## config.mk

```make
export PLATFORM = sky130hd
export DESIGN_NAME = mips_muldiv_unit
export DESIGN_NICKNAME = d
export VERILOG_FILES = /design/src/rtl/mips_muldiv_unit.sv
export SDC_FILE = /design/constraint.sdc
export NUM_CORES = 1
export LEC_CHECK = 0
export ABC_AREA = 1
export CAP_MARGIN = 0
export CORE_AREA = 2 2 164 199
export DETAILED_ROUTE_END_ITERATION = 10
export DIE_AREA = 0 0 166 201
export HOLD_SLACK_MARGIN = 0.1
export PLACE_DENSITY = 0.75
export SYNTH_ARGS = -nofsm -noshare
export SYNTH_HDL_FRONTEND = slang
export SYNTH_SLANG_ARGS = --single-unit
```

## constraint.sdc

```tcl
create_clock -name clk -period 3.75 [get_ports clk]
set_clock_uncertainty 0.15 [all_clocks]
set_input_delay 0.75 -clock clk [delete_from_list [all_inputs] [get_ports clk]]
set_output_delay 0.75 -clock clk [all_outputs]
set_load 0.02 [all_outputs]
```

## src/rtl/mips_muldiv_unit.sv

```systemverilog
// Iterative MIPS HI/LO unit: radix-2 shift-add multiply and restoring divide.
// Signed operands are converted to magnitudes at issue; result signs are applied in FIX.
module mips_muldiv_unit #(
  parameter int WIDTH = 32
) (
  input  logic             clk,
  input  logic             reset,
  input  logic             clk_enable,
  input  logic             start,
  input  logic [2:0]       op,
  input  logic [WIDTH-1:0] rs_data,
  input  logic [WIDTH-1:0] rt_data,
  output logic             busy,
  output logic             done,
  output logic             div_by_zero,
  output logic [WIDTH-1:0] hi,
  output logic [WIDTH-1:0] lo
);

  localparam int CW = $clog2(WIDTH + 1);

  typedef enum logic [1:0] {S_IDLE, S_MUL, S_DIV, S_FIX} state_t;

  state_t           state_q, state_d;
  logic [CW-1:0]    cnt_q, cnt_d;
  logic [WIDTH-1:0] acc_q, acc_d;
  logic [WIDTH-1:0] mq_q, mq_d;
  logic [WIDTH-1:0] opb_q, opb_d;
  logic [WIDTH-1:0] hi_q, hi_d;
  logic [WIDTH-1:0] lo_q, lo_d;
  logic             is_div_q, is_div_d;
  logic             neg_q, neg_d;
  logic             neg_r_q, neg_r_d;
  logic             dz_q, dz_d;
  logic             done_q, done_d;
  logic             dbz_q, dbz_d;

  logic             a_neg, b_neg, rt_zero;
  logic [WIDTH-1:0] a_mag, b_mag;
  logic [WIDTH:0]   mul_sum, rem_sh, rem_diff;
  logic [2*WIDTH-1:0] prod;

  // Everything holds while clk_enable is low; reset overrides the enable.
  always_ff @(posedge clk) begin
    if (reset) begin
      state_q  <= S_IDLE;
      cnt_q    <= '0;
      acc_q    <= '0;
      mq_q     <= '0;
      opb_q    <= '0;
      hi_q     <= '0;
      lo_q     <= '0;
      is_div_q <= 1'b0;
      neg_q    <= 1'b0;
      neg_r_q  <= 1'b0;
      dz_q     <= 1'b0;
      done_q   <= 1'b0;
      dbz_q    <= 1'b0;
    end else if (clk_enable) begin
      state_q  <= state_d;
      cnt_q    <= cnt_d;
      acc_q    <= acc_d;
      mq_q     <= mq_d;
      opb_q    <= opb_d;
      hi_q     <= hi_d;
      lo_q     <= lo_d;
      is_div_q <= is_div_d;
      neg_q    <= neg_d;
      neg_r_q  <= neg_r_d;
      dz_q     <= dz_d;
      done_q   <= done_d;
      dbz_q    <= dbz_d;
    end
  end

  always_comb begin
    rt_zero = (rt_data == '0);
    state_d = state_q;
    case (state_q)
      S_IDLE: begin
        if (start) begin
          case (op)
            3'b000, 3'b001: state_d = S_MUL;
            3'b010, 3'b011: state_d = rt_zero ? S_FIX : S_DIV;
            default:        state_d = S_IDLE;
          endcase
        end
      end
      S_MUL:   if (cnt_q == CW'(1)) state_d = S_FIX;
      S_DIV:   if (cnt_q == CW'(1)) state_d = S_FIX;
      S_FIX:   state_d = S_IDLE;
      default: state_d = S_IDLE;
    endcase
  end

  always_comb begin
    a_neg    = ~op[0] & rs_data[WIDTH-1];
    b_neg    = ~op[0] & rt_data[WIDTH-1];
    a_mag    = a_neg ? -rs_data : rs_data;
    b_mag    = b_neg ? -rt_data : rt_data;
    mul_sum  = {1'b0, acc_q} + (mq_q[0] ? {1'b0, opb_q} : '0);
    rem_sh   = {acc_q, mq_q[WIDTH-1]};
    rem_diff = rem_sh - {1'b0, opb_q};
    prod     = {acc_q, mq_q};
    if (neg_q) prod = -prod;

    cnt_d    = cnt_q;
    acc_d    = acc_q;
    mq_d     = mq_q;
    opb_d    = opb_q;
    hi_d     = hi_q;
    lo_d     = lo_q;
    is_div_d = is_div_q;
    neg_d    = neg_q;
    neg_r_d  = neg_r_q;
    dz_d     = dz_q;
    done_d   = 1'b0;
    dbz_d    = 1'b0;

    case (state_q)
      S_IDLE: begin
        if (start && !op[2]) begin
          acc_d    = '0;
          mq_d     = a_mag;
          opb_d    = b_mag;
          is_div_d = op[1];
          neg_d    = a_neg ^ b_neg;
          neg_r_d  = a_neg;
          dz_d     = op[1] & rt_zero;
          cnt_d    = (op[1] & rt_zero) ? '0 : CW'(WIDTH);
        end else if (start && op == 3'b100) begin
          hi_d = rs_data;
        end else if (start && op == 3'b101) begin
          lo_d = rs_data;
        end
      end
      S_MUL: begin
        acc_d = mul_sum[WIDTH:1];
        mq_d  = {mul_sum[0], mq_q[WIDTH-1:1]};
        cnt_d = cnt_q - CW'(1);
      end
      S_DIV: begin
        // rem_diff[WIDTH] set means the trial subtraction went negative: restore.
        acc_d = rem_diff[WIDTH] ? rem_sh[WIDTH-1:0] : rem_diff[WIDTH-1:0];
        mq_d  = {mq_q[WIDTH-2:0], ~rem_diff[WIDTH]};
        cnt_d = cnt_q - CW'(1);
      end
      S_FIX: begin
        done_d = 1'b1;
        cnt_d  = '0;
        if (dz_q) begin
          dbz_d = 1'b1;
        end else if (is_div_q) begin
          lo_d = neg_q   ? -mq_q  : mq_q;
          hi_d = neg_r_q ? -acc_q : acc_q;
        end else begin
          hi_d = prod[2*WIDTH-1:WIDTH];
          lo_d = prod[WIDTH-1:0];
        end
      end
      default: ;
    endcase
  end

  always_comb begin
    busy        = (state_q != S_IDLE);
    done        = done_q;
    div_by_zero = dbz_q;
    hi          = hi_q;
    lo          = lo_q;
  end

endmodule

```

[Yosys cells after proc, flatten, opt, wreduce, memory -nomap -nowiden]
Index checks and enable logic that the tools add are counted.
Widths: inputs -> output; s select.
Operators by class
  multiplexer cells: 33
  equality and inequality tests: 17
  bitwise operators: 6
  reduce and logical (&&, ||, !) cells: 19
  add/sub/neg operators: 8
Operator list (number)
  $mux 32: 17
  $pmux 32 s3: 2
  $neg 32->32: 4
  $pmux 32 s2: 2
  $mux 64: 1
  $neg 64->64: 1
  $add 32x32->33: 1
  $sub 33x32->33: 1
  $logic_not 32->1: 1
  $pmux 6 s3: 1
  $ne 2x2->1 const B: 7
  $mux 6: 2
  $reduce_and 3->1: 3
  $eq 3x2->1 const B: 2
  $eq 3x3->1 const B: 2
  $eq 6x1->1 const B: 1
  $pmux 2 s3: 1
  $reduce_and 6->1: 1
  $reduce_or 2->1: 3
  $sub 6x1->6 const B: 1
  $reduce_and 5->1: 1
  $eq 2x2->1 const B: 2
  $mux 1: 4
  $mux 2: 2
  14 further kinds: 20
Word-level totals
  input bits: 71
  logic and storage cells: 96
  output and inout bits: 67
  flip-flop bits (word level): 174

[Longest topological paths before layout]
Gate-level depths: netlist of the first run.
  word-level depth: 6
  gate-level depth with buffers: 20
  depth with buffers taken out: 19

[Least setup slack after synthesis of the first run]
Ideal clock, no wire load.
  kind: flip-flop to flip-flop
  start: register mq_q[31]
  end: register acc_q[6]
  data arrival time: 2313 ps
  clock period less this slack: 2606 ps
  buffers on the path: 1
  stages on the path, launching flop included: 21
  setup time: 143 ps
  setup slack: 1144 ps
  data required time: 3457 ps
  cell sequence: dfxtp_1 inv_1 ha_1 fa_1 inv_1 nand2_1 nand2_1 nand3_1 nand2_2 nand2_1 nand2_2 nand2_4 nand2_2 nand2_4 nand2_4 buf_6 nand2_1 nand3_1 nand2_1 nand2_1 a21oi_2
On the way
  word-level cells in the longest chain between the ends: 3
RTL lines
  from (decl): RTL line 27  | logic [WIDTH-1:0] mq_q, mq_d;
  from (signal assigned): RTL line 63  | mq_q <= mq_d;
  $sub 33x32->33: RTL line 103  | rem_diff = rem_sh - {1'b0, opb_q};
  $mux 32: RTL line 144  | acc_d = rem_diff[WIDTH] ? rem_sh[WIDTH-1:0] : rem_diff[WIDTH-1:0];
  $pmux 32 s3: RTL line 120  | case (state_q)
  to (signal assigned): RTL line 48  | acc_q <= '0;
  to (signal assigned): RTL line 62  | acc_q <= acc_d;
  to (decl): RTL line 26  | logic [WIDTH-1:0] acc_q, acc_d;
No other way between the ends.
A chain may end at the register's enable or synchronous reset.

[Worst setup path in the final report of the first run]
  start: register mq_q[31]
  end: register acc_q[13]
Same word-level chain as after synthesis.

==> results_dict.tcl, run 1 <==
set metrics [dict create \
    endpoint_kind "flip-flop" \
    reg2reg_slack_ns 0.39 \
    holdCritStartpoint "lo[1]$_SDFFE_PP0P_" \
    relSlewSlack_pct 26.0 \
    diodes 0 \
    boundaryPins 138 \
    port_buffers 137 \
    setup_viol 0 \
    crit-reg2reg-launch "mq_q[31]$_SDFFE_PP0P_" \
    crit_path_max_fanout 30 \
    nFillCells 3114 \
    setup.worst_path.class "flip-flop to flip-flop" \
    power_switching_w 0.00355 \
    p_clk_share_pct 25.6 \
    cts_tree "built" \
    ys_seq_area_share_pct 20.4 \
    num_rows 72 \
    fin_crit_sh_pct 89.6 \
    clkSinkCount 174 \
    critPathMaxStageDelay_ns 0.44 \
    nNetsFinal 3254 \
    areaGrowthSynthToFinish_pct 14.2 \
    drv_cap 0 \
    clk_pin_slew_ns 0.08 \
    ff2ff_path_depth 19 \
    power.internal_w 0.00416 \
    r2r_end "acc_q[13]$_SDFFE_PP0P_" \
    final_common_cell "nand2_1" \
    synth_area_um2 17100 \
    synth.distinct_cells 49 \
    drtIter0Drc 2517 \
    wl_mm 73.7 \
    cts.htree.levels 4 \
    peakVddDrop_mv 0.390 \
    swShare_pct 46.1 \
    p_seq_share_pct 29.3 \
    hold_buffers 0 \
    track_usage_pct 43.0 \
    gp_congestion 1.04 \
    critPathBufInv 2 \
    die_area_um2 33400 \
    hold_depth 2 \
    antenna_left 0 \
    cts_buffers 17 \
    avgRoutedWirePerCell_um 20.9 \
    combPwrFrac_pct 45.1 \
    grt_max_degree 91 \
    async_flop_share_pct 0 \
    min_path_type "flip-flop to flip-flop" \
    start_kind "flip-flop" \
    dp_hpwl_mm 58.3 \
    crit_slowest_cell "dfxtp_1" \
    cts_root_buffer "clkbuf_16" \
    register_area_um2 3480 \
    path_cells "inv_1 -> ha_1 -> fa_1 -> inv_1 -> nand2_1 -> nand2_1 -> nand3_1 -> nand2_2 -> nand2_1 -> nand2_2 -> nand2_4 -> nand2_2 -> nand2_4 -> nand2_4 -> nand2_1 -> nand3_1 -> nand2_1 -> nand2_1 -> a21oi_2" \
    tns_ns 0 \
    slew_viol_final 0 \
    grt_pass1_wl_mm 112 \
    hold_path_end "lo[1]$_SDFFE_PP0P_" \
    drtPass1Iterations 6 \
    overflow 0 \
    syn_inst 3014 \
    clk_path_buf_depth 2 \
    p_per_area_nw_per_um2 395 \
    setup_slack_ns 0.389 \
    worst_pin_slew_ns 1.10 \
    clk_latency_ns 0.47 \
    die_x_um 166 \
    core_area_um2 31600 \
    synth_edf_count 0 \
    leakage_nw 9.71 \
    rsz0062_at_grt "false" \
    vias_per_cell 6.09 \
    drive_gt1_share_pct 5.55 \
    antenna_found_initial 0 \
    start_util_pct 54.0 \
    post-cts-setup-buffers 0 \
    die_height_um 201 \
    yosys_most_used_dff "dfxtp_1" \
    layout_common_cells "nand2_1, inv_1, nor2_1, nand3_1, a21oi_1" \
    ys_ff_latch 174 \
    hold_viol 0 \
    drc 0 \
    grt_pass1_vias 20609 \
    yosys_warnings 0 \
    crit_family "simple AND/OR/NAND/NOR gates" \
    required_ns 3.91 \
    status "completed" \
    multiInputGateArea_um2 11600 \
    num_vias 21464 \
    pre_cts_ws_ns 0.456 \
    cts_resized 0 \
    crit_arrival_ns 3.52 \
    period_needed_ns 3.36 \
    clock.fmax_mhz 298 \
    syn_avg_cell_area_um2 5.67 \
    synth_fp_nets 3162 \
    crit_path_frequent_cell "nand2_1" \
]
per-layer routing:
layer  track usage [%]  vias up  wire, um
li1                  -    10057         -
met1              44.0     9715     25000
met5                 0        -         0
met3              8.30      454      5980
met4              42.1        0      8750
met2              72.6     1238     34100
power by group through the flow:
stage / Combinational, W / Clock, W / Sequential [W]
3_5_place_dp: 0.00333 / 0 / 0.00229
4_1_cts: 0.00335 / 0.00196 / 0.00225
6_report: 0.00348 / 0.00197 / 0.00226
5_1_grt: 0.00373 / 0.00203 / 0.00228
2_1_floorplan: 0.00206 / 0 / 0.00236
3_3_place_gp: 0.00329 / 0 / 0.00228
worst max-delay path by stage:
stage / slack, ns / depth (start not counted) / start / endpoint
finish: 0.39 / 19 / mq_q[31]$_SDFFE_PP0P_ / acc_q[13]$_SDFFE_PP0P_
global route: 0.13 / 19 / mq_q[31]$_SDFFE_PP0P_ / acc_q[29]$_SDFFE_PP0P_
CTS: 0.44 / 19 / mq_q[31]$_SDFFE_PP0P_ / acc_q[13]$_SDFFE_PP0P_
detailed placement: 0.46 / 12 / rt_data[1] / cnt_q[5]$_SDFFE_PP0P_
global placement: 0.53 / 14 / rs_data[0] / mq_q[26]$_SDFFE_PP0P_
floorplan: 1.14 / 20 / mq_q[31]$_SDFFE_PP0P_ / acc_q[6]$_SDFFE_PP0P_
registers in the layout (all words and copies together) (netlist names):
name         count
done             1
state_q          2
opb_q           32
lo              32
dz_q             1
div_by_zero      1
is_div_q         1
hi              32
neg_q            1
mq_q            32
acc_q           32
neg_r_q          1
cnt_q            6
layout make-up:
cell class	count	share of cell area, %
Clock buffer	17	2.18
Clock inverter	15	1.12
Inverter	416	8.00
Multi-Input combinational cell	2311	59.2
Sequential cell	174	17.9
Tap cell	407	2.61
Timing Repair Buffer	186	9.02
kinds of logic after synthesis:
family / Yosys count / synth area share, %
buffers and inverters: 529 / 12.1
AOI/OAI and AO/OA: 614 / 20.1
DFF: 174 / 20.4
xor gates and xnor gates: 52 / 2.67
adders and majority gates: 77 / 5.73
and+or+nand+nor: 1568 / 39.1
synthesized netlist by cell type, types with 13 or more instances:
cell	count	area [um2]
a21oi_1	260	1300
a21oi_2	20	175
a31oi_1	13	81.3
buf_2	17	85.1
clkbuf_1	79	297
dfxtp_1	174	3480
ha_1	75	938
inv_1	404	1520
nand2_1	820	3080
nand2_2	15	93.8
nand3_1	293	1470
nand3b_1	16	120
nand4_1	39	244
nor2_1	298	1120
nor3_1	35	175
nor4_1	13	81.3
o211ai_1	17	128
o21ai_0	211	1060
o22ai_1	30	188
or2_2	13	81.3
xnor2_1	18	158
xor2_1	34	298
metrics by stage:
| stage | hold WS, ns | util [%] | cells | total power [W] | cell area (um2) |
|---|---|---|---|---|---|
| floorplan | 0.309 | - | 3014 | 0.00442 | 17100 |
| global placement | 0.322 | 59.7 | 3494 | 0.00557 | 18900 |
| detailed placement | 0.338 | 59.7 | 3494 | 0.00562 | 18900 |
| CTS | 0.360 | 61.7 | 3526 | 0.00756 | 19500 |
| global route | 0.394 | 61.7 | 3526 | 0.00804 | 19500 |
| finish | 0.349 | 61.7 | 3526 | 0.00771 | 19500 |
worst reg2reg max path, cell delays in order (launching register included):
cell	delay, ns
dfxtp_1	0.44
inv_1	0.14
ha_1	0.25
fa_1	0.42
inv_1	0.11
nand2_1	0.05
nand2_1	0.11
nand3_1	0.10
nand2_2	0.11
nand2_1	0.07
nand2_2	0.09
nand2_4	0.08
nand2_2	0.10
nand2_4	0.18
nand2_4	0.38
nand2_1	0.12
nand3_1	0.10
nand2_1	0.05
nand2_1	0.07
a21oi_2	0.06
Power figures use the tool's default switching activity.
==> run 2, diff against run 1 <==
--- a/config.mk
+++ b/config.mk
@@ -10,8 +10,10 @@
 export CORE_AREA = 2 2 164 199
 export DETAILED_ROUTE_END_ITERATION = 10
 export DIE_AREA = 0 0 166 201
+export GPL_ROUTABILITY_DRIVEN = 0
 export HOLD_SLACK_MARGIN = 0.1
 export PLACE_DENSITY = 0.75
+export SKIP_CTS_REPAIR_TIMING = 1
 export SYNTH_ARGS = -nofsm -noshare
 export SYNTH_HDL_FRONTEND = slang
 export SYNTH_SLANG_ARGS = --single-unit
==> results_dict.tcl, run 2 (synthesized netlist as in run 1, its figures left out) <==
set metrics [dict create \
    crit_arrival_ns 3.78 \
    cts_root_buffer "clkbuf_16" \
    start_util_pct 54.0 \
    cts_tree "built" \
    multiInputGateArea_um2 11600 \
    setup_slack_ns 0.216 \
    min_path_type "flip-flop to flip-flop" \
    cts.htree.levels 4 \
    period_needed_ns 3.53 \
    layout_common_cells "nand2_1, inv_1, nor2_1, nand3_1, a21oi_1" \
    slew_viol_final 0 \
    antenna_found_initial 0 \
    num_rows 72 \
    grt_pass1_wl_mm 104 \
    register_area_um2 3480 \
    fin_crit_sh_pct 94.2 \
    rsz0062_at_grt "false" \
    die_height_um 201 \
    drive_gt1_share_pct 5.18 \
    cts_buffers 17 \
    required_ns 4.00 \
    num_vias 21224 \
    grt_pass1_vias 19295 \
    clock.fmax_mhz 283 \
    die_x_um 166 \
    final_cells 3514 \
    boundaryPins 138 \
    port_buffers 137 \
    drc 0 \
    setup_viol 0 \
    vias_per_cell 6.04 \
    areaGrowthSynthToFinish_pct 13.5 \
    antenna_left 0 \
    clk_pin_slew_ns 0.08 \
    start_kind "flip-flop" \
    wl_mm 67.5 \
    endpoint_kind "flip-flop" \
    relSlewSlack_pct 9.93 \
    overflow 0 \
    grt_max_degree 79 \
    core_area_um2 31600 \
    placed_cells 3482 \
    hold_viol 0 \
    tns_ns 0 \
    final_common_cell "nand2_1" \
    drtIter0Drc 2465 \
    leakage_nw 9.64 \
    diodes 0 \
    nFillCells 3144 \
    drv_cap 0 \
    avgRoutedWirePerCell_um 19.2 \
    worst_pin_slew_ns 1.34 \
    dp_hpwl_mm 52.3 \
    drtPass1Iterations 9 \
    clk_latency_ns 0.47 \
    clk_path_buf_depth 2 \
    peakVddDrop_mv 0.317 \
    p_per_area_nw_per_um2 389 \
    die_area_um2 33400 \
    crit_path_max_fanout 24 \
    track_usage_pct 38.9 \
    setup.worst_path.class "flip-flop to flip-flop" \
    clkSinkCount 174 \
    pre_cts_ws_ns 0.151 \
    nNetsFinal 3242 \
    status "completed" \
]
[run 2: cell count changes in the layout (fill, tap and decap cells not counted), sizes merged]
| cell | previous run | this run |
|---|---|---|
| clkbuf | 17 | 18 |
| inv | 420 | 422 |
| clkinv | 7 | 4 |
| buf | 50 | 38 |
[run 2: routing by layer]
| metal | part of all wire (%) | vias up | track usage (%) |
|---|---|---|---|
| li1 | - | 10030 | - |
| met1 | 36 | 9597 | 43.8 |
| met2 | 45 | 1249 | 63.8 |
| met3 | 8.9 | 348 | 6.74 |
| met4 | 10 | 0 | 33.1 |
| met5 | 0 | - | 0 |
[run 2: critical path, stage by stage, from the launching register on]
cell      delay (ns)
dfxtp_1         0.66
inv_2           0.22
ha_1            0.18
inv_1           0.06
nor3_2          0.22
nand2_1         0.21
nor2_1          0.48
nand2_2         0.18
o21ai_2         0.44
o211ai_1        0.20
nand3_1         0.12
nand3_1         0.14
a21oi_1         0.18
[run 2: metrics by stage]
stage | power, W | instance area, um2 | hold WS (ns) | utilization [%]
final | 0.00755 | 19400 | 0.347 | 61.3
after detailed placement | 0.00552 | 18800 | 0.326 | 59.4
after global routing | 0.00789 | 19400 | 0.377 | 61.3
after CTS | 0.00741 | 19400 | 0.338 | 61.3
after floorplan | 0.00442 | 17100 | 0.309 | -
after global placement | 0.00549 | 18800 | 0.333 | 59.4
[run 2: path summary, 6_finish.rpt]
path / slack (ns) / depth (start not counted) / from / endpoint
worst max register to register: 0.22 / 12 / mq_q[0]$_SDFFE_PP0P_ / hi[16]$_SDFFE_PP0P_
worst min-delay path: 0.35 / 2 / done$_SDFFE_PP0P_ / done$_SDFFE_PP0P_
worst max-delay path: 0.22 / 12 / mq_q[0]$_SDFFE_PP0P_ / hi[16]$_SDFFE_PP0P_
worst min register to register: 0.35 / 2 / done$_SDFFE_PP0P_ / done$_SDFFE_PP0P_
[run 2: area by class of cell]
type                       count  area share [%]
clock inverter                14           0.878
multi-input combinational   2311            59.6
tap                          407            2.63
sequential                   174            18.0
clock buffer                  18            2.27
inverter                     416            8.05
timing repair buffer         174            8.61
[run 2: power breakdown]
part / total [W] / switching, W / internal, W
Clock: 0.00193 / 0.000905 / 0.00103
Sequential: 0.00228 / 0.000211 / 0.00206
Combinational: 0.00334 / 0.00230 / 0.00104
Total: 0.00755 / 0.00341 / 0.00414
